==> src/rtl/screen_pkg.sv <==
// Shared constants for the screen sequencer: screen codes, end causes, colour width.
package screen_pkg;
  localparam int RGB_W = 12;

  localparam logic [1:0] SCR_TITLE = 2'd0;
  localparam logic [1:0] SCR_PLAY  = 2'd1;
  localparam logic [1:0] SCR_OVER  = 2'd2;

  localparam logic [1:0] END_NONE  = 2'b00;
  localparam logic [1:0] END_LIVES = 2'b01;
  localparam logic [1:0] END_TIME  = 2'b10;

  // State encoding doubles as the screen code; ST_BAD exists only so recovery is explicit.
  typedef enum logic [1:0] {
    ST_TITLE = SCR_TITLE,
    ST_PLAY  = SCR_PLAY,
    ST_OVER  = SCR_OVER,
    ST_BAD   = 2'd3
  } state_t;
endpackage

==> src/rtl/edge_det.sv <==
// One-bit registered edge detector; RISE selects rising (1) or falling (0) edge output.
module edge_det #(
  parameter logic RST_VAL = 1'b0,
  parameter bit   RISE    = 1'b1
) (
  input  logic clk,
  input  logic reset,
  input  logic d,
  output logic pulse
);
  logic q;

  // Previous-cycle sample; reset value chosen so no false edge follows reset.
  always_ff @(posedge clk) begin
    if (reset) q <= RST_VAL;
    else       q <= d;
  end

  assign pulse = RISE ? (d & ~q) : (q & ~d);
endmodule

==> src/rtl/screen_sequencer.sv <==
// Screen sequencer: TITLE -> PLAY -> OVER on frame boundaries, hold timers, colour mux.
// Optional feature: define SEQ_TIMEOUT_EN to enable the GAME_FRAMES play timer.
module screen_sequencer
  import screen_pkg::*;
#(
  parameter int GAME_FRAMES = 1800,
  parameter int HOLD_FRAMES = 180,
  parameter int CNT_W       = 12
) (
  input  logic             clk,
  input  logic             reset,
  input  logic             hsync_in,
  input  logic             vsync_in,
  input  logic             start_btn,
  input  logic             lives_zero,
  input  logic [RGB_W-1:0] title_rgb,
  input  logic [RGB_W-1:0] play_rgb,
  input  logic [RGB_W-1:0] over_rgb,
  output logic [RGB_W-1:0] rgb_out,
  output logic             hsync_out,
  output logic             vsync_out,
  output logic [1:0]       screen,
  output logic             game_en,
  output logic             game_rst,
  output logic [1:0]       end_cause,
  output logic [CNT_W-1:0] time_left
);
  logic       frame_tick, start_rise;
  state_t     state_q, state_d;
  logic [CNT_W-1:0] hold_q, hold_d;
  logic       pend_q, pend_d;
  logic [1:0] cause_q, cause_d;
  logic       rst_q, rst_d;
`ifdef SEQ_TIMEOUT_EN
  logic [CNT_W-1:0] time_q, time_d;
`endif

  edge_det #(.RST_VAL(1'b1), .RISE(1'b0)) u_vs_fall (
    .clk(clk), .reset(reset), .d(vsync_in), .pulse(frame_tick));
  edge_det #(.RST_VAL(1'b0), .RISE(1'b1)) u_start_rise (
    .clk(clk), .reset(reset), .d(start_btn), .pulse(start_rise));

  // Next-state and counter updates; everything moves only on frame_tick except start capture.
  always_comb begin
    state_d = state_q;
    hold_d  = hold_q;
    pend_d  = pend_q;
    cause_d = cause_q;
    rst_d   = 1'b0;
`ifdef SEQ_TIMEOUT_EN
    time_d  = time_q;
`endif
    case (state_q)
      ST_TITLE: begin
        if (start_rise) pend_d = 1'b1;
        // A start edge landing on the tick itself still launches on that tick.
        if (frame_tick && (pend_q || start_rise)) begin
          state_d = ST_PLAY;
          pend_d  = 1'b0;
          rst_d   = 1'b1;
          cause_d = END_NONE;
`ifdef SEQ_TIMEOUT_EN
          time_d  = CNT_W'(GAME_FRAMES);
`endif
        end
      end
      ST_PLAY: begin
        pend_d = 1'b0;
        if (frame_tick) begin
          if (lives_zero) begin
            state_d = ST_OVER;
            cause_d = END_LIVES;
            hold_d  = CNT_W'(HOLD_FRAMES);
          end
`ifdef SEQ_TIMEOUT_EN
          else begin
            if (time_q != '0) time_d = time_q - CNT_W'(1);
            if (time_q <= CNT_W'(1)) begin
              state_d = ST_OVER;
              cause_d = END_TIME;
              hold_d  = CNT_W'(HOLD_FRAMES);
            end
          end
`endif
        end
      end
      ST_OVER: begin
        pend_d = 1'b0;
        if (frame_tick) begin
          if (hold_q != '0) hold_d = hold_q - CNT_W'(1);
          if (hold_q <= CNT_W'(1)) state_d = ST_TITLE;
        end
      end
      default: begin
        state_d = ST_TITLE;
        pend_d  = 1'b0;
      end
    endcase
  end

  // FSM and counter registers.
  always_ff @(posedge clk) begin
    if (reset) begin
      state_q <= ST_TITLE;
      hold_q  <= '0;
      pend_q  <= 1'b0;
      cause_q <= END_NONE;
      rst_q   <= 1'b0;
    end else begin
      state_q <= state_d;
      hold_q  <= hold_d;
      pend_q  <= pend_d;
      cause_q <= cause_d;
      rst_q   <= rst_d;
    end
  end

`ifdef SEQ_TIMEOUT_EN
  // Play timer register.
  always_ff @(posedge clk) begin
    if (reset) time_q <= '0;
    else       time_q <= time_d;
  end
  assign time_left = time_q;
`else
  assign time_left = '0;
`endif

  // Output stage: colour source and syncs share the same single register delay.
  always_ff @(posedge clk) begin
    if (reset) begin
      rgb_out   <= '0;
      hsync_out <= 1'b1;
      vsync_out <= 1'b1;
    end else begin
      hsync_out <= hsync_in;
      vsync_out <= vsync_in;
      case (state_q)
        ST_TITLE: rgb_out <= title_rgb;
        ST_PLAY:  rgb_out <= play_rgb;
        ST_OVER:  rgb_out <= over_rgb;
        default:  rgb_out <= '0;
      endcase
    end
  end

  assign screen    = state_q;
  assign game_en   = (state_q == ST_PLAY);
  assign game_rst  = rst_q;
  assign end_cause = cause_q;
endmodule

==> config.mk <==
export PLATFORM = sky130hd
export DESIGN_NAME = screen_sequencer
export DESIGN_NICKNAME = d
export VERILOG_FILES = /design/src/rtl/screen_pkg.sv /design/src/rtl/edge_det.sv /design/src/rtl/screen_sequencer.sv
export SDC_FILE = /design/constraint.sdc
export NUM_CORES = 1
export LEC_CHECK = 0
export CAP_MARGIN = 25
export CORE_ASPECT_RATIO = 1.25
export CORE_UTILIZATION = 38
export DETAILED_ROUTE_END_ITERATION = 12
export HOLD_SLACK_MARGIN = 0.03
export PLACE_DENSITY_LB_ADDON = 0.15
export SYNTH_ARGS = -nofsm -noshare
export SYNTH_HDL_FRONTEND = slang
export SYNTH_HIERARCHICAL = 1
export SYNTH_SLANG_ARGS = --single-unit
==> constraint.sdc <==
create_clock -name clk -period 1.5 [get_ports clk]
set_clock_uncertainty 0.05 [all_clocks]
set_input_delay 0.3 -clock clk [delete_from_list [all_inputs] [get_ports clk]]
set_output_delay 0.3 -clock clk [all_outputs]
set_load 0.02 [all_outputs]
Word-level counts from Yosys, hierarchy flattened
Index checks and enable logic that the tools add are counted.

storage, ports and cells
  register bits after elaboration = 33
  input port bits = 42
  output and inout bits = 32
  logic and storage cells = 52

operators by class
  $add $sub $neg = 1
  magnitude comparators = 1
  equal/unequal tests = 8
  mux-type cells = 17
  bitwise operators = 5
  reduce and logical (&&, ||, !) cells = 11

operator list
  kind                                                                    number
  12-bit 2-to-1 mux                                                       4
  12-bit case mux with 3 select lines                                     1
  12-bit case mux with 2 select lines                                     1
  2-bit 2-to-1 mux                                                        8
  12-bit by 1-bit <= comparator with 1-bit output, second input constant  1
  12-bit nonzero test                                                     1
  12-bit by 1-bit subtractor with 12-bit output, second input constant    1
  2-bit != test, second input constant                                    5
  5-bit AND reduction                                                     2
  2-bit case mux with 3 select lines                                      1
  2-bit case mux with 2 select lines                                      1
  4-bit AND reduction                                                     1
  2-bit nonzero test                                                      2
  1-bit inverter                                                          3
  3-bit OR reduction                                                      1
  1-bit bitwise AND                                                       2
  2-bit by 1-bit == test with 1-bit output, second input constant         1
  2-bit == test, second input constant                                    1
  2-bit zero test                                                         1
  2-bit by 1-bit != test with 1-bit output, second input constant         1
  2-bit OR reduction                                                      1
  1-bit logical AND                                                       1
  1-bit logical OR                                                        1
  1-bit 2-to-1 mux                                                        1

Logic depth before layout (Yosys ltp)
Gate-level depths: netlist (run 1).

  word-level depth = 6
  mapped depth = 6
  depth with buffers taken out = 6

By module
Netlist (run 1), hierarchy kept.

modules (own cells, without submodules)
  module                   times used  cells each  area each (um^2)
  screen_sequencer         1           192         1679.1
  edge_det (u_start_rise)  1           3           47.5
  edge_det (u_vs_fall)     1           3           35.0

Worst setup path after synthesis (run 1)
No wires, ideal clock.

  path kind = register -> register
  start = reg hold_q[0]
  end = reg hold_q[4]
  setup time = 0.119 ns
  data arrival time = 1.530 ns
  data required time = 1.331 ns
  setup slack = -0.199 ns
  cell stages (with the launch flop) = 7
  buffers on the path = 0
  clock period less this slack = 1.699 ns
  path through = dfxtp_1 inv_1 ha_1 or3b_2 nor2_8 a221oi_2 o221a_2

between the ends
  longest elaborated chain between the ends = 4

RTL lines
  item                                           RTL line                 RTL
  start: declaration                             screen_sequencer.sv:30   logic [CNT_W-1:0] hold_q, hold_d;
  start signal: assignment                       screen_sequencer.sv:111  hold_q <= hold_d;
  12-bit by 1-bit subtractor with 12-bit output  screen_sequencer.sv:90   if (hold_q != '0) hold_d = hold_q - CNT_W'(1);
  12-bit 2-to-1 mux                              screen_sequencer.sv:90
  12-bit 2-to-1 mux                              screen_sequencer.sv:89   if (frame_tick) begin
  12-bit case mux with 2 select lines            screen_sequencer.sv:53   case (state_q)

Several ways; a longest one is shown, not always the timed one. The select of a mux whose other input is x is not followed.
A chain may end at the register's enable or synchronous reset.

Final worst setup path (run 1)
  start = reg hold_q[8]
  end = reg hold_q[5]

between the ends
  longest elaborated chain between the ends = 3

RTL lines
  item                           RTL line
  12-bit nonzero test            screen_sequencer.sv:90
  2-bit != test (no line)        -
  5-bit AND reduction (no line)  -

No other way between the ends.

==> results of run 1 <==
[placed cells by master, fill, tap and decap left out, types with 2 or more instances in the layout]
| cell type | count |
|---|---|
| nor2b_1 | 2 |
| clkdlybuf4s50_1 | 39 |
| dfxtp_1 | 27 |
| o21a_1 | 3 |
| nand3_1 | 2 |
| clkdlybuf4s15_1 | 2 |
| a311oi_1 | 3 |
| dfxtp_2 | 6 |
| conb_1 | 13 |
| nor2_1 | 32 |
| or2_2 | 2 |
| clkbuf_8 | 7 |
| a21oi_1 | 15 |
| inv_2 | 2 |
| nor4b_4 | 2 |
| mux2i_1 | 18 |
| buf_4 | 37 |
| o21ai_0 | 2 |
| nand2_1 | 13 |
| nor3_1 | 3 |
| nor2b_4 | 2 |
| dlygate4sd2_1 | 16 |
| buf_6 | 2 |
| or3_1 | 8 |
| o41ai_2 | 2 |
[registers in the layout, indices dropped and copies added (netlist names)]
register        count
hold_q             12
rgb_out            12
screen              2
end_cause           1
game_rst            1
hsync_out           1
pend_q              1
u_start_rise/q      1
u_vs_fall/q         1
vsync_out           1
[metrics by stage]
stage          hold slack [ns]  instance area, µm²
2_1_floorplan           0.3143                1837
3_3_place_gp            0.4272                2633
3_5_place_dp            0.4418                2633
4_1_cts                 0.2937                2745
5_1_grt                 0.2976                2794
6_report                0.2673                2794
[critical path, cell delays in order, from the launching register on]
cell	delay, ns
dfxtp_2	0.32
or4_4	0.60
nor2_8	0.21
a21oi_4	0.10
o2111a_1	0.23
[kinds of logic after synthesis]
| kind of cell | count (synthesis) | share of synthesized area (%) |
|---|---|---|
| buf+inv | 26 | 9.516 |
| compound gates | 34 | 14.28 |
| simple gates | 83 | 26.14 |
| other cells | 1 | 0.2129 |
| fa+ha+maj | 3 | 2.131 |
| flops | 33 | 37.50 |
| mux | 18 | 10.23 |
[worst max-delay path by stage]
stage	start	to	slack [ns]	cells past startpoint
finish	hold_q[8]	hold_q[5]	-0.12	4
global route	hold_q[8]	hold_q[5]	-0.17	4
CTS	hold_q[8]	hold_q[5]	-0.11	4
detailed placement	vsync_in	hold_q[11]	-0.62	6
global placement	vsync_in	hold_q[11]	-0.58	6
floorplan	vsync_in	hold_q[11]	-0.08	6
[cell type report]
type / count / area (µm²)
Fill cell: 418 / 1632
Multi-Input combinational cell: 151 / 1067
Timing Repair Buffer: 99 / 873.3
Sequential cell: 33 / 668.1
Clock buffer: 7 / 96.34
Tap cell: 58 / 72.57
Inverter: 3 / 11.26
Clock inverter: 1 / 5.005
[timing repair]
action / 4_1_cts / 5_1_grt
cloned: 0 / 0
resized for setup: 31 / 17
setup endpoints to repair: 33 / 15
pin swaps: 6 / 5
setup buffers: 1 / 0
[metal layers]
layer  GRT usage (%)  wire length [µm]  vias up
li1                -                 -      855
met1           20.93              1770      743
met2           34.30              2295       40
met3           5.669               224        5
met4           8.372                75        0
met5               0                 0        -
[power by group through the flow]
stage | sequential [µW] | combinational (µW) | clock (µW)
floorplan | 988 | 224 | 0
global placement | 949 | 480 | 0
detailed placement | 950 | 482 | 0
CTS | 929 | 468 | 770
global route | 932 | 512 | 803
finish | 929 | 472 | 748
==> impl_metrics.yaml, run 1 <==
worst_setup_path:
  crit_path_start_kind: "flop"
  cp.arrival_ns: 1.76
  ff2ff_path_depth: 4
  r2r-end: "hold_q[5]"
  r2r-start: "hold_q[8]"
  crit_fanout: 7
  reg2reg_slack_ns: -0.12
  cp.required_ns: 1.64
  cp-end-kind: "flop"
  path_class: "reg2reg"
cts:
  cts_max_level: 2
  ctsHoldBuffers: 0
  cts_buffer_depth: 2
  tritoncts: "yes"
  root_buffer: "clkbuf_8"
  cts.sinks: 33
  path_clk_slew_ns: 0.07
  worstSkewPairLatency_ns: 0.29
  cts_made_buffers: 5
synth:
  seq_area_frac_synth_pct: 37.50
  ys_top_cells_by_area: "dfxtp_1 38%, mux2i_1 10%, nor2_1 7.0%, buf_4 6.0%, a21oi_1 4.3%"
  ys_seq_elements: 33
  synthesis.instances: 198
  synth_common_cells: "33 x dfxtp_1, 33 x nor2_1, 18 x mux2i_1"
  syn_area_per_cell_um2: 8.897
  synth_edf_count: 0
  yosys.area.top_type: "dfxtp_1"
  yosys_warnings: 6
  yosysTopAreaCellShare_pct: 37.50
  syn_area_um2: 1762
  yosys_most_used_dff: "dfxtp_1"
  ys_types: 48
  synthArstFlopShare_pct: 0
pwr:
  power.internal_uw: 1579
  switching_share_pct: 26.56
  seqPwrFrac_pct: 43.2
  p_leak_uw: 0.001239
  p_per_area_nw_per_um2: 769.3
  p_total_uw: 2149
  combPwrFrac_pct: 22.0
  power_switching_uw: 570.8
  vdd_drop_max_mv: 0.5482
  clockPowerShare_pct: 34.8
placement:
  port_buffers: 60
  dp_cells: 343
  dpl.hpwl_mm: 3.406
  place_ws_ns: -0.6183
  gp_congestion: 0.8554
hold_path:
  worstHoldPathCells: 2
  holdPathEnd: "u_vs_fall/q"
  hp-start: "vsync_in"
  hold_path_class: "in2reg"
route:
  ant_nets: 0
  routedWlPerCell_um: 12.40
  via_count: 1643
  drt_first_pass_iters: 4
  drtIter0Drc: 91
  wirelength_mm: 4.366
  drc_errors: 0
  via_per_inst: 4.668
floorplan:
  rows: 27
  die_w_um: 62.90
  ios: 74
  die_h_um: 78.13
  initial_core_util_pct: 39.81
  core-area_um2: 4425
  die_area_um2: 4914
timing:
  hold_viol: 0
  finalSetupViolations: 12
  rsz0062_at_grt: "true"
  slew_viol_final: 0
  final.setup.tns_ns: -0.7814
  timing.final.crit_share_pct: 107.8
  period_needed_ns: 1.618
  max_freq_ghz: 0.6182
  setup_slack_ns: -0.1177
run_status:
  violations: "setup timing"
  status: "finished with violations"
grt:
  grt_overflow: 0
  grt_pass1_vias: 1686
  track_usage_pct: 19.30
  grt_max_degree: 13
  grt_pass1_wl_mm: 7.431
  antenna_found_initial: 0
final_layout:
  area_delta_synth_final_pct: 58.59
  final_cells: 352
  nets: 338
  final_core_util_pct: 63.13
  n_antenna_cell: 0
  drive_gt1_share_pct: 27.89
flow_run:
  maxCapViolations: 0
Power figures use the tool's default switching activity.
==> inputs of run 2 (changes only) <==
--- a/config.mk
+++ b/config.mk
@@ -11,6 +11,7 @@
 export DETAILED_ROUTE_END_ITERATION = 12
 export HOLD_SLACK_MARGIN = 0.03
 export PLACE_DENSITY_LB_ADDON = 0.15
+export SLEW_MARGIN = 20
 export SYNTH_ARGS = -nofsm -noshare
 export SYNTH_HDL_FRONTEND = slang
 export SYNTH_HIERARCHICAL = 1
==> results of run 2 <==
The final DEF is identical to that of run 1; final timing and power are the same.
